### src/rtl/t9990_palette_port_pkg.sv
// Shared palette-port definitions for the T9990 register block: selector codes,
// initiator FSM states and the palette pointer advance rule.
// Optional build macro T9990_PALETTE_PREFETCH_EN adds the PF_REQ state.
package t9990_palette_port_pkg;

    localparam int unsigned ENTRY_W = 6;
    localparam int unsigned SEL_W   = 2;
    localparam int unsigned PTR_W   = ENTRY_W + SEL_W;
    localparam int unsigned DATA_W  = 6;
    localparam int unsigned BYTE_W  = 8;

    localparam logic [SEL_W-1:0] PLTP_R = 2'd0;
    localparam logic [SEL_W-1:0] PLTP_G = 2'd1;
    localparam logic [SEL_W-1:0] PLTP_B = 2'd2;

    typedef enum logic [1:0] {
        IDLE,
        WR_REQ,
        RD_REQ
`ifdef T9990_PALETTE_PREFETCH_EN
        ,
        PF_REQ
`endif
    } pal_state_e;

    // R -> G -> B -> next entry R; selector 3 also moves on to the next entry.
    function automatic logic [PTR_W-1:0] ptr_advance(input logic [PTR_W-1:0] p);
        logic [ENTRY_W-1:0] entry;
        logic [SEL_W-1:0]   sel;
        entry = p[PTR_W-1:SEL_W];
        sel   = p[SEL_W-1:0];
        if (sel == PLTP_R || sel == PLTP_G) begin
            return {entry, sel + 2'd1};
        end
        return {entry + 6'd1, PLTP_R};
    endfunction

endpackage

### src/rtl/t9990_palette_ptr.sv
// Palette pointer register (entry + selector) with R#14 load and auto-advance.
module t9990_palette_ptr
    import t9990_palette_port_pkg::*;
(
    input  logic             CLK,
    input  logic             RESET_n,
    input  logic             load,
    input  logic [PTR_W-1:0] load_data,
    input  logic             adv,
    output logic [PTR_W-1:0] ptr,
    output logic [7:0]       PLTP_OUT
);

    // Load has priority over the advance of a completing access.
    always_ff @(posedge CLK or negedge RESET_n) begin
        if (!RESET_n) begin
            ptr <= '0;
        end else if (load) begin
            ptr <= load_data;
        end else if (adv) begin
            ptr <= ptr_advance(ptr);
        end
    end

    assign PLTP_OUT = ptr;

endmodule

### src/rtl/t9990_palette_port.sv
// CPU-side palette initiator: turns P#1 reads/writes and R#14 loads into
// W_/R_ strobe transactions toward the palette responder.
// Optional build macro T9990_PALETTE_PREFETCH_EN enables read prefetch.
module t9990_palette_port
    import t9990_palette_port_pkg::*;
(
    input  logic               CLK,
    input  logic               RESET_n,
    input  logic               P1_WR,
    input  logic               P1_RD,
    input  logic [BYTE_W-1:0]  P1_WDATA,
    output logic [BYTE_W-1:0]  P1_RDATA,
    output logic               BUSY,
    input  logic               PLTP_WE,
    input  logic [BYTE_W-1:0]  PLTP_WDATA,
    output logic [BYTE_W-1:0]  PLTP_OUT,
    input  logic               AIH,
    output logic               W_STROBE,
    output logic [ENTRY_W-1:0] W_ADDR,
    output logic [SEL_W-1:0]   W_PTR,
    output logic [DATA_W-1:0]  W_DATA,
    input  logic               W_ACK,
    output logic               R_STROBE,
    output logic [ENTRY_W-1:0] R_ADDR,
    output logic [SEL_W-1:0]   R_PTR,
    input  logic [DATA_W-1:0]  R_DATA,
    input  logic               R_ACK
);

    pal_state_e         state_q, state_d;
    logic               busy_q, busy_d;
    logic               w_strobe_q, w_strobe_d;
    logic [ENTRY_W-1:0] w_addr_q, w_addr_d;
    logic [SEL_W-1:0]   w_ptr_q, w_ptr_d;
    logic [DATA_W-1:0]  w_data_q, w_data_d;
    logic               r_strobe_q, r_strobe_d;
    logic [ENTRY_W-1:0] r_addr_q, r_addr_d;
    logic [SEL_W-1:0]   r_ptr_q, r_ptr_d;
    logic [BYTE_W-1:0]  rdata_q, rdata_d;
    logic               load_seen_q, load_seen_d;
`ifdef T9990_PALETTE_PREFETCH_EN
    logic               pf_valid_q, pf_valid_d;
    logic [DATA_W-1:0]  pf_data_q, pf_data_d;
`endif

    logic [PTR_W-1:0]   ptr;
    logic [PTR_W-1:0]   acc_ptr;
    logic               ptr_adv;
    logic               unused_wdata;

    // Bits 6:5 of the CPU byte have no place in the 5-bit colour format.
    assign unused_wdata = ^P1_WDATA[6:5];

    // A load in the same cycle as an access is applied first and used by it.
    assign acc_ptr = PLTP_WE ? PLTP_WDATA : ptr;

    function automatic logic [DATA_W-1:0] pack_wdata(input logic ys, input logic [4:0] c,
                                                     input logic [SEL_W-1:0] sel);
        return (sel == PLTP_R) ? {ys, c} : {1'b0, c};
    endfunction

    function automatic logic [BYTE_W-1:0] unpack_rdata(input logic [DATA_W-1:0] d,
                                                       input logic [SEL_W-1:0] sel);
        return (sel == PLTP_R) ? {d[5], 2'b00, d[4:0]} : {3'b000, d[4:0]};
    endfunction

    t9990_palette_ptr u_ptr (
        .CLK       (CLK),
        .RESET_n   (RESET_n),
        .load      (PLTP_WE),
        .load_data (PLTP_WDATA),
        .adv       (ptr_adv),
        .ptr       (ptr),
        .PLTP_OUT  (PLTP_OUT)
    );

    // State and registered outputs.
    always_ff @(posedge CLK or negedge RESET_n) begin
        if (!RESET_n) begin
            state_q     <= IDLE;
            busy_q      <= 1'b0;
            w_strobe_q  <= 1'b0;
            w_addr_q    <= '0;
            w_ptr_q     <= '0;
            w_data_q    <= '0;
            r_strobe_q  <= 1'b0;
            r_addr_q    <= '0;
            r_ptr_q     <= '0;
            rdata_q     <= '0;
            load_seen_q <= 1'b0;
`ifdef T9990_PALETTE_PREFETCH_EN
            pf_valid_q  <= 1'b0;
            pf_data_q   <= '0;
`endif
        end else begin
            state_q     <= state_d;
            busy_q      <= busy_d;
            w_strobe_q  <= w_strobe_d;
            w_addr_q    <= w_addr_d;
            w_ptr_q     <= w_ptr_d;
            w_data_q    <= w_data_d;
            r_strobe_q  <= r_strobe_d;
            r_addr_q    <= r_addr_d;
            r_ptr_q     <= r_ptr_d;
            rdata_q     <= rdata_d;
            load_seen_q <= load_seen_d;
`ifdef T9990_PALETTE_PREFETCH_EN
            pf_valid_q  <= pf_valid_d;
            pf_data_q   <= pf_data_d;
`endif
        end
    end

    // Next-state, transaction launch/completion and pointer advance request.
    always_comb begin
        state_d     = state_q;
        busy_d      = busy_q;
        w_strobe_d  = w_strobe_q;
        w_addr_d    = w_addr_q;
        w_ptr_d     = w_ptr_q;
        w_data_d    = w_data_q;
        r_strobe_d  = r_strobe_q;
        r_addr_d    = r_addr_q;
        r_ptr_d     = r_ptr_q;
        rdata_d     = rdata_q;
        load_seen_d = load_seen_q;
        ptr_adv     = 1'b0;
`ifdef T9990_PALETTE_PREFETCH_EN
        pf_valid_d  = pf_valid_q;
        pf_data_d   = pf_data_q;
`endif

        case (state_q)
            IDLE: begin
                load_seen_d = 1'b0;
                if (P1_WR) begin
                    w_addr_d   = acc_ptr[PTR_W-1:SEL_W];
                    w_ptr_d    = acc_ptr[SEL_W-1:0];
                    w_data_d   = pack_wdata(P1_WDATA[7], P1_WDATA[4:0], acc_ptr[SEL_W-1:0]);
                    w_strobe_d = 1'b1;
                    busy_d     = 1'b1;
                    state_d    = WR_REQ;
`ifdef T9990_PALETTE_PREFETCH_EN
                    pf_valid_d = 1'b0;
                end else if (P1_RD && pf_valid_q && !PLTP_WE) begin
                    rdata_d    = unpack_rdata(pf_data_q, ptr[SEL_W-1:0]);
                    pf_valid_d = 1'b0;
                    ptr_adv    = !AIH;
`endif
                end else if (P1_RD) begin
                    r_addr_d   = acc_ptr[PTR_W-1:SEL_W];
                    r_ptr_d    = acc_ptr[SEL_W-1:0];
                    r_strobe_d = 1'b1;
                    busy_d     = 1'b1;
                    state_d    = RD_REQ;
`ifdef T9990_PALETTE_PREFETCH_EN
                end else if (!pf_valid_q && !PLTP_WE) begin
                    r_addr_d   = ptr[PTR_W-1:SEL_W];
                    r_ptr_d    = ptr[SEL_W-1:0];
                    r_strobe_d = 1'b1;
                    busy_d     = 1'b1;
                    state_d    = PF_REQ;
`endif
                end
            end
            WR_REQ: begin
                if (PLTP_WE) begin
                    load_seen_d = 1'b1;
                end
                if (W_ACK) begin
                    w_strobe_d = 1'b0;
                    busy_d     = 1'b0;
                    ptr_adv    = !load_seen_q;
                    state_d    = IDLE;
                end
            end
            RD_REQ: begin
                if (PLTP_WE) begin
                    load_seen_d = 1'b1;
                end
                if (R_ACK) begin
                    rdata_d    = unpack_rdata(R_DATA, r_ptr_q);
                    r_strobe_d = 1'b0;
                    busy_d     = 1'b0;
                    ptr_adv    = !load_seen_q && !AIH;
                    state_d    = IDLE;
                end
            end
`ifdef T9990_PALETTE_PREFETCH_EN
            PF_REQ: begin
                if (PLTP_WE) begin
                    load_seen_d = 1'b1;
                end
                if (R_ACK) begin
                    pf_data_d  = R_DATA;
                    pf_valid_d = !(load_seen_q || PLTP_WE);
                    r_strobe_d = 1'b0;
                    busy_d     = 1'b0;
                    state_d    = IDLE;
                end
            end
`endif
            default: begin
                state_d = IDLE;
            end
        endcase

`ifdef T9990_PALETTE_PREFETCH_EN
        if (PLTP_WE) begin
            pf_valid_d = 1'b0;
        end
`endif
    end

    assign BUSY     = busy_q;
    assign W_STROBE = w_strobe_q;
    assign W_ADDR   = w_addr_q;
    assign W_PTR    = w_ptr_q;
    assign W_DATA   = w_data_q;
    assign R_STROBE = r_strobe_q;
    assign R_ADDR   = r_addr_q;
    assign R_PTR    = r_ptr_q;
    assign P1_RDATA = rdata_q;

endmodule

### config.mk
export PLATFORM = sky130hd
export DESIGN_NAME = t9990_palette_port
export DESIGN_NICKNAME = d
export VERILOG_FILES = /design/src/rtl/t9990_palette_port_pkg.sv /design/src/rtl/t9990_palette_ptr.sv /design/src/rtl/t9990_palette_port.sv
export SDC_FILE = /design/constraint.sdc
export NUM_CORES = 1
export LEC_CHECK = 0
export BUFFER_PORTS_ARGS = -buffer_cell sky130_fd_sc_hd__buf_2
export CORE_MARGIN = 5
export CORE_UTILIZATION = 40
export CTS_CLUSTER_SIZE = 24
export DETAILED_ROUTE_END_ITERATION = 16
export PLACE_DENSITY = 0.68
export SKIP_CTS_REPAIR_TIMING = 1
export SLEW_MARGIN = 20
export SYNTH_ARGS = -nofsm -noshare
export SYNTH_HDL_FRONTEND = slang
export SYNTH_HIERARCHICAL = 1
export SYNTH_SLANG_ARGS = --single-unit
### constraint.sdc
create_clock -name CLK -period 4.7 [get_ports CLK]
set_input_delay 0.94 -clock CLK [delete_from_list [all_inputs] [get_ports CLK]]
set_output_delay 0.94 -clock CLK [all_outputs]
set_load 0.05 [all_outputs]
==> results.sh <==
export IMPL_drtPass1Iterations=4
export IMPL_grt_util_met2_pct=22.96
export IMPL_die_area_mm2=0.006612
export IMPL_crit_path_max_incr_delay_ns=0.49
export IMPL_ctsRootBufferMaster="clkbuf_8"
export IMPL_grt_use_met3_pct=4.102
export IMPL_outcome="finished clean"
export IMPL_grt_max_degree=43
export IMPL_synth_top_cells_by_count="dfrtp_1, nand2_1, o21ai_0"
export IMPL_p_sw_uw=924.6
export IMPL_grt_antenna_before_repair=0
export IMPL_swShare_pct=51.24
export IMPL_cts_tree="yes"
export IMPL_arrival_ns=2.58
export IMPL_die_w_um=81.32
export IMPL_min_period_ns=2.346
export IMPL_clkLatencyLatePin_ns=0.29
export IMPL_yosys_area_top_type_share_pct=51.66
export IMPL_fmax_mhz=426.2
export IMPL_finalSetupViolations=0
export IMPL_final_max_slew_violation_count=0
export IMPL_r2r_slack_ns=2.35
export IMPL_crit_chain="inv_1, ha_1, nand2_1, a2bb2oi_1, nor3_1, buf_4, nand4_2, or4_1, nand3_1"
export IMPL_route_detailed_drc=0
export IMPL_yosysSeqAreaShare_pct=51.66
export IMPL_synthFlopType="dfrtp_1"
export IMPL_p_clk_share_pct=13.2
export IMPL_globalRouteTotalUtil_pct=14.14
export IMPL_pre_cts_ws_ns=2.045
export IMPL_path_buf_inv=2
export IMPL_busiest_layer="met2"
export IMPL_rr_endpoint="u_ptr/PLTP_OUT[7]$_DFFE_PN0P_"
export IMPL_port_buffers=66
export IMPL_die_y_um=81.32
export IMPL_p_per_area_mw_per_mm2=737.7
export IMPL_worstHoldPathCells=2
export IMPL_min_path_type="flop to flop"
export IMPL_grt_pass1_wl_um=7024
export IMPL_rr_worst_depth=9
export IMPL_crit_type="flop to flop"
export IMPL_vias=1506
export IMPL_cell_internal_pwr_uw=879.9
export IMPL_worstPathRequired_ns=4.93
export IMPL_rsz0062_at_grt="false"
export IMPL_yosys_register_bits=42
export IMPL_leakagePower_uw=0.001209
export IMPL_cpMaxStageDelayCell="or4_1"
export IMPL_coreArea_mm2=0.005010
export IMPL_synth_largest_area_cell="dfrtp_1"
export IMPL_syn_avg_cell_area_um2=10.82
export IMPL_critPathMaxFanout=8
export IMPL_synth_most_common_cell="dfrtp_1"
export IMPL_use_met1_pct=17.62
export IMPL_gp_congestion=0.7622
export IMPL_hold_viol_final=0
export IMPL_clockBufferDepth=2
export IMPL_critPathLaunchType="flop"
export IMPL_seqPwrFrac_pct=32.8
export IMPL_cts_buffers=5
export IMPL_initial_core_util_pct=40.61
export IMPL_yosysWarnings=6
export IMPL_slew_headroom_pct=37.51
export IMPL_drt_iter0_markers=59
export IMPL_cts_sinks=42
export IMPL_drive_gt1_share_pct=37.90
export IMPL_critPathTopFamily="simple AND/OR/NAND/NOR gates"
export IMPL_synthTopCellsByArea="dfrtp_1, mux2_2, o21ai_0"
export IMPL_antennaDiodeCount=0
export IMPL_maxCapViolations=0
export IMPL_nets=283
export IMPL_ant_nets=0
export IMPL_power_frac_comb_pct=53.9
export IMPL_ctsHtreeMaxLevel=2
export IMPL_synthArstFlopShare_pct=100.0
export IMPL_synth_cell_types=35
export IMPL_max_vdd_ir_drop_mv=0.3339
export IMPL_syn_area_mm2=0.002034
export IMPL_netlist_instances=188
export IMPL_viasPerCell=4.736
export IMPL_min_period_over_period_pct=49.92
export IMPL_setup_slack_ns=2.354
export IMPL_finClkSkew_ns=0.003064
export IMPL_wl_per_cell_um=13.66
export IMPL_synth_edf_count=0
export IMPL_tns_ns=0
export IMPL_min_delay_start="W_PTR[0]$_DFFE_PN0P_"
export IMPL_io_pins=71
export IMPL_tightest_slew_ns=0.9374
export IMPL_grt_overflow_total=0
export IMPL_rows=26
export IMPL_whs_endpoint="W_PTR[0]$_DFFE_PN0P_"
export IMPL_dp_hpwl_um=3271
export IMPL_syn2layout_area_growth_pct=20.23
export IMPL_rr_startpoint="state_q[0]$_DFFE_PN0P_"
export IMPL_finalPower_uw=1805
export IMPL_fill_cells=525
export IMPL_grt_pass1_vias=1451
export IMPL_drt_wl_total_um=4345
export IMPL_clk_pin_slew_worst_paths_ns=0.08
export IMPL_cp_end_kind="flop"
registers in the layout (all words and copies together) (netlist names):
signal,cells
W_DATA,6
W_ADDR,6
load_seen_q,1
W_PTR,2
state_q,2
R_STROBE,1
BUSY,1
R_ADDR,6
W_STROBE,1
R_PTR,2
u_ptr/PLTP_OUT,8
P1_RDATA,6
worst min-delay path, cell delays in order (launching register included):
cell and delay [ns]:
dfrtp_1 0.34, nand2_1 0.04, o21ai_0 0.06
area by class of cell:
cell class,instances,area [µm²],area share (%)
Timing Repair Buffer,67,337.8,13.81
Clock buffer,7,86.33,3.529
Multi-Input combinational cell,125,855.8,34.99
Tap cell,70,87.58,3.581
Clock inverter,1,5.005,0.2046
Inverter,6,22.52,0.9207
Sequential cell,42,1051,42.97
cell usage in the layout, fill, tap and decap left out, types with 2 or more instances in the layout:
| cell type | n |
|---|---|
| a21oi_1 | 5 |
| a22o_1 | 2 |
| buf_2 | 66 |
| clkbuf_8 | 6 |
| conb_1 | 2 |
| dfrtp_1 | 42 |
| ha_1 | 6 |
| inv_1 | 6 |
| mux2_2 | 12 |
| mux2i_1 | 10 |
| nand2_1 | 28 |
| nand3_1 | 7 |
| nand3b_1 | 2 |
| nor2b_1 | 4 |
| nor3_1 | 3 |
| o21ai_0 | 23 |
| o21ai_1 | 2 |
| or4_1 | 2 |
| xor2_1 | 2 |
metal layers:
metal | part of all wire (%) | wire [µm] | up-vias
li1 | - | - | 756
met1 | 45 | 1957 | 715
met2 | 49 | 2112 | 28
met3 | 4.6 | 198 | 7
met4 | 1.7 | 76 | 0
met5 | 0 | 0 | -
worst max path at each step:
stage / start / end / slack [ns] / cells after the start
after global routing: state_q[0]$_DFFE_PN0P_ / u_ptr/PLTP_OUT[7]$_DFFE_PN0P_ / 2.16 / 9
after detailed placement: R_ACK / u_ptr/PLTP_OUT[7]$_DFFE_PN0P_ / 2.04 / 8
after floorplan: R_ACK / u_ptr/PLTP_OUT[7]$_DFFE_PN0P_ / 2.17 / 6
after global placement: R_ACK / u_ptr/PLTP_OUT[7]$_DFFE_PN0P_ / 2.06 / 8
final: state_q[0]$_DFFE_PN0P_ / u_ptr/PLTP_OUT[7]$_DFFE_PN0P_ / 2.35 / 9
after CTS: state_q[0]$_DFFE_PN0P_ / u_ptr/PLTP_OUT[7]$_DFFE_PN0P_ / 2.31 / 9
cell families (layout without fill, tap and decap cells):
family          after synthesis  count (layout)  synth area share [%]
buf+inv                      22              81                 6.457
fa+ha+maj                     6               6                 3.690
flops                        42              42                 51.66
simple gates                 56              56                 14.88
other cells                   1               2                0.1843
mux                          23              23                 12.12
xor+xnor                      2               2                0.8612
compound gates               36              36                 10.15
stage by stage:
stage	util, %	area, µm²	cells	hold WS, ns
6_report	48.83	2446	318	0.4774
2_1_floorplan	-	2038	189	0.4925
5_1_grt	48.83	2446	318	0.5038
3_5_place_dp	47.00	2355	310	0.4659
4_1_cts	48.83	2446	318	0.4840
3_3_place_gp	47.00	2355	310	0.4589
power by group through the flow:
stage               clock network [µW]  registers (µW)  logic (µW)
floorplan                            0            1080         289
global placement                     0             598         971
detailed placement                   0             603         985
CTS                                248             597         986
global route                       264             615        1040
finish                             239             592         973
(Power assumes the default switching activity.)
